**config.mk**
```make
export PLATFORM = sky130hd
export DESIGN_NAME = matrix_host_port_flat
export DESIGN_NICKNAME = d
export VERILOG_FILES = /design/src/rtl/matrix_host_port_if.sv /design/src/rtl/matrix_host_port.sv /design/src/flat_wrapper.sv
export SDC_FILE = /design/constraint.sdc
export NUM_CORES = 2
export LEC_CHECK = 0
export CAP_MARGIN = 20
export CORE_AREA = 2 2 630 632
export DETAILED_ROUTE_END_ITERATION = 7
export DIE_AREA = 0 0 632 634
export PLACE_DENSITY = 0.38
export SKIP_LAST_GASP = 1
export SYNTH_ARGS = -nofsm -noshare
export SYNTH_HDL_FRONTEND = slang
export SYNTH_SLANG_ARGS = --single-unit
```
**constraint.sdc**
```tcl
create_clock -name in_clk -period 117.6 [get_ports in_clk]
set_clock_uncertainty 0.15 [all_clocks]
set_input_delay 17.64 -clock in_clk [delete_from_list [all_inputs] [get_ports in_clk]]
set_output_delay 17.64 -clock in_clk [all_outputs]
set_load 0.1 [all_outputs]
```
**src/rtl/matrix_host_port_if.sv**
```systemverilog
// Host/core bundle for matrix_host_port: serial load and store streams plus the flat operand/result buses.
// slave = the port block, master = host and core side.
interface matrix_host_port_if #(
  parameter int size_square = 16,
  parameter int width       = 32
);
  logic [width-1:0]             in_load_data;
  logic                         in_load_stb;
  logic                         out_load_ack;
  logic [width-1:0]             out_store_data;
  logic                         out_store_stb;
  logic                         in_store_ack;
  logic [width*size_square-1:0] out_matrix_a;
  logic [width*size_square-1:0] out_matrix_b;
  logic                         out_core_start;
  logic [width*size_square-1:0] in_matrix_c;
  logic                         in_core_done;
  logic                         out_busy;

  modport slave (
    input  in_load_data, in_load_stb, in_store_ack, in_matrix_c, in_core_done,
    output out_load_ack, out_store_data, out_store_stb, out_matrix_a, out_matrix_b,
           out_core_start, out_busy
  );

  modport master (
    output in_load_data, in_load_stb, in_store_ack, in_matrix_c, in_core_done,
    input  out_load_ack, out_store_data, out_store_stb, out_matrix_a, out_matrix_b,
           out_core_start, out_busy
  );
endinterface

```
**src/rtl/matrix_host_port.sv**
```systemverilog
// Host front end for the matrix multiply core: loads A then B serially, pulses start,
// captures C on core done and streams it back. One element per cycle; strobe/ack stalls hold state.
module matrix_host_port #(
  parameter int size        = 4,
  parameter int size_square = 16,
  parameter int width       = 32
) (
  input  logic              in_clk,
  input  logic              in_reset,
  matrix_host_port_if.slave host
);

  localparam int IDX_W = (size_square > 1) ? $clog2(size_square) : 1;
  localparam logic [IDX_W-1:0] LAST = IDX_W'(size * size - 1);

  typedef enum logic [2:0] {
    S_LOAD_A,
    S_LOAD_B,
    S_START,
    S_WAIT,
    S_STORE
  } state_t;

  state_t                       r_state;
  logic [IDX_W-1:0]             r_idx;
  logic [width*size_square-1:0] r_a;
  logic [width*size_square-1:0] r_b;
  logic [width*size_square-1:0] r_c;
  logic [width-1:0]             r_store_data;
  logic                         r_load_ack;
  logic                         r_core_start;
  logic                         r_store_stb;
  logic                         r_busy;

  logic [IDX_W-1:0]             w_idx_nxt;
  logic                         w_last;

  assign w_idx_nxt = r_idx + 1'b1;
  assign w_last    = (r_idx == LAST);

  always_ff @(posedge in_clk or posedge in_reset) begin
    if (in_reset) begin
      r_state      <= S_LOAD_A;
      r_idx        <= '0;
      r_a          <= '0;
      r_b          <= '0;
      r_c          <= '0;
      r_store_data <= '0;
      r_load_ack   <= 1'b1;
      r_core_start <= 1'b0;
      r_store_stb  <= 1'b0;
      r_busy       <= 1'b0;
    end else begin
      case (r_state)
        S_LOAD_A: begin
          if (host.in_load_stb) begin
            r_a[r_idx*width +: width] <= host.in_load_data;
            if (w_last) begin
              r_idx   <= '0;
              r_state <= S_LOAD_B;
            end else begin
              r_idx <= w_idx_nxt;
            end
          end
        end
        S_LOAD_B: begin
          if (host.in_load_stb) begin
            r_b[r_idx*width +: width] <= host.in_load_data;
            if (w_last) begin
              // ack drops and start rises together so no extra element slips in
              r_idx        <= '0;
              r_state      <= S_START;
              r_load_ack   <= 1'b0;
              r_core_start <= 1'b1;
              r_busy       <= 1'b1;
            end else begin
              r_idx <= w_idx_nxt;
            end
          end
        end
        S_START: begin
          r_core_start <= 1'b0;
          r_state      <= S_WAIT;
        end
        S_WAIT: begin
          if (host.in_core_done) begin
            r_c          <= host.in_matrix_c;
            r_idx        <= '0;
            r_store_data <= host.in_matrix_c[width-1:0];
            r_store_stb  <= 1'b1;
            r_state      <= S_STORE;
          end
        end
        S_STORE: begin
          if (host.in_store_ack) begin
            if (w_last) begin
              r_idx        <= '0;
              r_store_stb  <= 1'b0;
              r_store_data <= '0;
              r_busy       <= 1'b0;
              r_load_ack   <= 1'b1;
              r_state      <= S_LOAD_A;
            end else begin
              // prefetch the next element so the output stays a pure register
              r_idx        <= w_idx_nxt;
              r_store_data <= r_c[w_idx_nxt*width +: width];
            end
          end
        end
        default: begin
          r_state      <= S_LOAD_A;
          r_idx        <= '0;
          r_load_ack   <= 1'b1;
          r_core_start <= 1'b0;
          r_store_stb  <= 1'b0;
          r_busy       <= 1'b0;
        end
      endcase
    end
  end

  assign host.out_load_ack   = r_load_ack;
  assign host.out_store_data = r_store_data;
  assign host.out_store_stb  = r_store_stb;
  assign host.out_matrix_a   = r_a;
  assign host.out_matrix_b   = r_b;
  assign host.out_core_start = r_core_start;
  assign host.out_busy       = r_busy;

endmodule

```
**src/flat_wrapper.sv**
```systemverilog
// flat-port wrapper written by rule: the top's interface ports become plain ports
module matrix_host_port_flat 
#(
  parameter int size        = 4,
  parameter int size_square = 16,
  parameter int width       = 32
)
  (in_clk, in_reset, host_in_load_data, host_in_load_stb, host_in_store_ack, host_in_matrix_c, host_in_core_done, host_out_load_ack, host_out_store_data, host_out_store_stb, host_out_matrix_a, host_out_matrix_b, host_out_core_start, host_out_busy);
  matrix_host_port_if #(.size_square(size_square), .width(width)) host_i ();
  input  logic in_clk;
  input  logic in_reset;
  input wire logic [$bits(host_i.in_load_data)-1:0] host_in_load_data;
  input wire logic [$bits(host_i.in_load_stb)-1:0] host_in_load_stb;
  input wire logic [$bits(host_i.in_store_ack)-1:0] host_in_store_ack;
  input wire logic [$bits(host_i.in_matrix_c)-1:0] host_in_matrix_c;
  input wire logic [$bits(host_i.in_core_done)-1:0] host_in_core_done;
  output wire logic [$bits(host_i.out_load_ack)-1:0] host_out_load_ack;
  output wire logic [$bits(host_i.out_store_data)-1:0] host_out_store_data;
  output wire logic [$bits(host_i.out_store_stb)-1:0] host_out_store_stb;
  output wire logic [$bits(host_i.out_matrix_a)-1:0] host_out_matrix_a;
  output wire logic [$bits(host_i.out_matrix_b)-1:0] host_out_matrix_b;
  output wire logic [$bits(host_i.out_core_start)-1:0] host_out_core_start;
  output wire logic [$bits(host_i.out_busy)-1:0] host_out_busy;
  assign host_i.in_load_data = host_in_load_data;
  assign host_i.in_load_stb = host_in_load_stb;
  assign host_i.in_store_ack = host_in_store_ack;
  assign host_i.in_matrix_c = host_in_matrix_c;
  assign host_i.in_core_done = host_in_core_done;
  assign host_out_load_ack = host_i.out_load_ack;
  assign host_out_store_data = host_i.out_store_data;
  assign host_out_store_stb = host_i.out_store_stb;
  assign host_out_matrix_a = host_i.out_matrix_a;
  assign host_out_matrix_b = host_i.out_matrix_b;
  assign host_out_core_start = host_i.out_core_start;
  assign host_out_busy = host_i.out_busy;
  matrix_host_port #(.size(size), .size_square(size_square), .width(width)) u_core (.in_clk(in_clk), .in_reset(in_reset), .host(host_i));
endmodule
```
==> results.md <==
- # Post-CTS Setup Buffers: 0
- Power per cell area: about 25 nW/um^2
- Worst Hold Slack: approximately 0.33 ns
- Dpl cells: ~11000
- Synth cell count leaders: dfrtp_1 (1578), mux2_2 (1087), o21ai_0 (471)
- Fmax: around 44 MHz
- Layout area overhead: 45.5%
- Outcome: finished, final reports clean
- Share of the synthesized area in the top cell type: 0.611
- Vias per inst: just under 4
- Post-route insts no fill: between 10000 and 15000
- Rel. slew slack: 0.173
- Worst-margin pin slew: 1.24 ns
- RSZ-0062 raised after global routing: no
- Met2 GRT Util: 0.336
- Remaining antenna violation count: 0
- Htree depth: 4
- Crit-path most repeated cell: buf_4
- Count leader, synth: dfrtp_1
- Critical-path cell list: clkdlybuf4s50_1 > inv_8 > buf_12 > buf_4 > buf_4 > buf_4 > buf_4 > buf_4
- Die area: 401000 um^2
- Final hold vios: 0
- Maximum VDD drop: approximately 16 uV
- Setup TNS: 0 ns
- Post-Route WL: approximately 360 mm
- DRC errors left: 0
- Antenna violations before repair: between 150 and 200
- Die height: between 600 and 700 um
- Busiest grt layer: met2
- Req. time, crit path: 118.32 ns
- Final min period: about 22 ns
- Sequential area share after synthesis: 0.611
- Final Cycle Share: 0.191
- Top FF cell, synth: dfrtp_1
- DR pass1 iterations: 6
- Hold buffers post-CTS: 0
- Via Count: between 40000 and 50000
- Distinct cell type count after synthesis: ~50
- Die width: 632 um
- DP HPWL: approximately 270 mm
- Placed cell area: between 80000 and 90000 um^2
- Max clock buf depth: 4
- Met1 Use GR: 0.177
- Fillers: about 42000
- Leakage dissipation: approximately 43 nW
- Top area cells in the synthesized netlist: dfrtp_1 (61%), mux2_2 (19%), mux4_2 (4.5%), o21ai_0 (3.6%), nand3_1 (2.0%)
- EDFF count, synth: 0
- Layout cells sized above 1: 0.274
- Cell Area, Synth: approximately 65000 um^2
- Avg Synthesized Cell Area: ~13 um^2
- Avg WL per Cell: slightly above 30 um
- FP Rows: ~230
- Clock Latency Late Sink: a little under 0.9 ns
- RD Place Congestion: 0.804
- First-pass GRT wire length: about 470 mm
- Tot GR Track Use: 0.174
- Worst setup SP type: primary input
- Leading area contributor after synthesis: dfrtp_1
- Synth Warn #: 0
- Crit. End Element: async pin
- Slowest-stage cell, CP: buf_4
- DRT iter0 DRCs: 2613
- # clock sinks: around 1600
- Fin area: 94100 um^2
- Nets: 6973
- Crit-path max FO: roughly 160
- Total gr overflow: 0
- Met3 GRT Util: 0.0519
- Asr flop ratio synth: 1.00
- Initial core utilization: 0.164
- Cell count after synthesis: just under 5000
- Vias in the first global route: between 40000 and 50000
- Final setup violation count: 0
- Slew Viols, Final: 0
- CTS tree: done
- CTS clk-pin slew, worst paths: roughly 0.060 ns
- Largest net degree at the start of global routing: between 150 and 200
- Io pins: around 1600
- Post-CTS sizing: 0
- Post-synthesis register bit count: approximately 1600
- Root Driver: clkbuf_16
- CORE AREA: ~390000 um^2
- Net Count, Synth: between 5000 and 6000
- CP Class: primary input to async pin
- Cts bufs inserted: 205
- Max Cap Viol: 0
- PortBufs: between 1500 and 2000
- Worst path max stage delay: roughly 0.88 ns
- Hold WC Path Type: register to register
- Worst Path Arrival: ~23 ns
## cell usage in the layout (no fill, tap or decap), types with 3 or more instances in the layout
cell type,instances
a211oi_1,3
a21oi_1,3
and2_1,69
and3_1,34
and3_2,4
buf_12,22
buf_2,33
buf_4,160
bufinv_16,13
clkbuf_1,60
clkbuf_16,207
clkbuf_8,46
clkdlybuf4s50_1,1531
clkinv_16,3
clkinv_2,28
clkinvlp_4,4
dfrtp_1,1577
diode_2,46
inv_1,261
inv_6,4
mux2_1,33
mux2_2,1087
mux2i_1,64
mux4_2,128
nand2_1,267
nand2_2,18
nand2b_1,4
nand3_1,260
nor2_1,72
nor2_4,5
nor3_1,4
nor3_2,4
nor4_4,5
o21ai_0,470
o21ai_1,19
o22a_1,33
## flip-flops by register name, summed over array words and instances (netlist names)
register / flops
u_core.host.out_busy: 1
u_core.host.out_store_data: 32
u_core.host.out_store_stb: 1
u_core.r_idx: 4
u_core.host.out_matrix_b: 512
u_core.host.out_core_start: 1
u_core.r_state: 3
u_core.r_c: 512
u_core.host.out_load_ack: 1
u_core.host.out_matrix_a: 512
## power by group
group / leakage [nW] / switching (W) / internal [W]
logic: 18.6 / 0.000847 / 0.000232
clock network: 3.34 / 0.000266 / 0.000382
registers: 20.9 / 0.0000460 / 0.000614
total: 42.9 / 0.00116 / 0.00123
## final timing paths
| check | start | to | slack (ns) | cells past startpoint |
|---|---|---|---|---|
| max in group in_clk | host_in_load_stb | u_core.host.out_matrix_a[259]$_DFFE_PP0P_ | 97.07 | 6 |
| min in group asynchronous | in_reset | u_core.host.out_store_data[3]$_DFFE_PP0P_ | 17.12 | 2 |
| worst min register to register | u_core.host.out_matrix_a[274]$_DFFE_PP0P_ | u_core.host.out_matrix_a[274]$_DFFE_PP0P_ | 0.33 | 2 |
| worst max-delay path | in_reset | u_core.host.out_matrix_b[326]$_DFFE_PP0P_ | 95.10 | 8 |
| worst min-delay path | u_core.host.out_matrix_a[274]$_DFFE_PP0P_ | u_core.host.out_matrix_a[274]$_DFFE_PP0P_ | 0.33 | 2 |
| worst max register to register | u_core.r_idx[0]$_DFFE_PP0P_ | u_core.host.out_store_data[16]$_DFFE_PP0P_ | 113.05 | 7 |
## cell type report
type | count | area (um^2) | share of cell area
timing repair buffer | 1749 | 17200 | 0.183
multi-input combinational | 2624 | 22900 | 0.244
clock buffer | 313 | 6040 | 0.0642
clock inverter | 57 | 769 | 0.00818
tap | 5242 | 6560 | 0.0697
sequential | 1579 | 39500 | 0.420
inverter | 262 | 991 | 0.0105
antenna | 46 | 115 | 0.00122
## metrics by stage
step / utilization / total power (W) / setup WS (ns)
floorplan: - / 0.00138 / 55.26
global placement: 0.220 / 0.00176 / 94.07
detailed placement: 0.221 / 0.00177 / 93.93
CTS: 0.238 / 0.00244 / 94.92
global route: 0.239 / 0.00248 / 94.44
finish: 0.239 / 0.00239 / 95.10
## critical path, delay by kind of cell
kind	cells	cell delay, ns
buffers and inverters	8	5.09
## cells by family after synthesis
kind of cell               Yosys count  share of synthesized area
xor gates and xnor gates             4                   0.000542
buffers and inverters              608                     0.0375
adders and majority gates            3                   0.000581
AOI/OAI and AO/OA                  540                     0.0442
and+or+nand+nor                    765                     0.0565
muxes                             1312                      0.250
DFF                               1579                      0.611
## layer usage
| layer | part of all wire | up-vias |
|---|---|---|
| li1 | - | 20052 |
| met1 | 0.34 | 24132 |
| met2 | 0.55 | 1649 |
| met3 | 0.072 | 615 |
| met4 | 0.039 | 152 |
| met5 | 0.0028 | - |
Power figures use the tool's default switching activity.
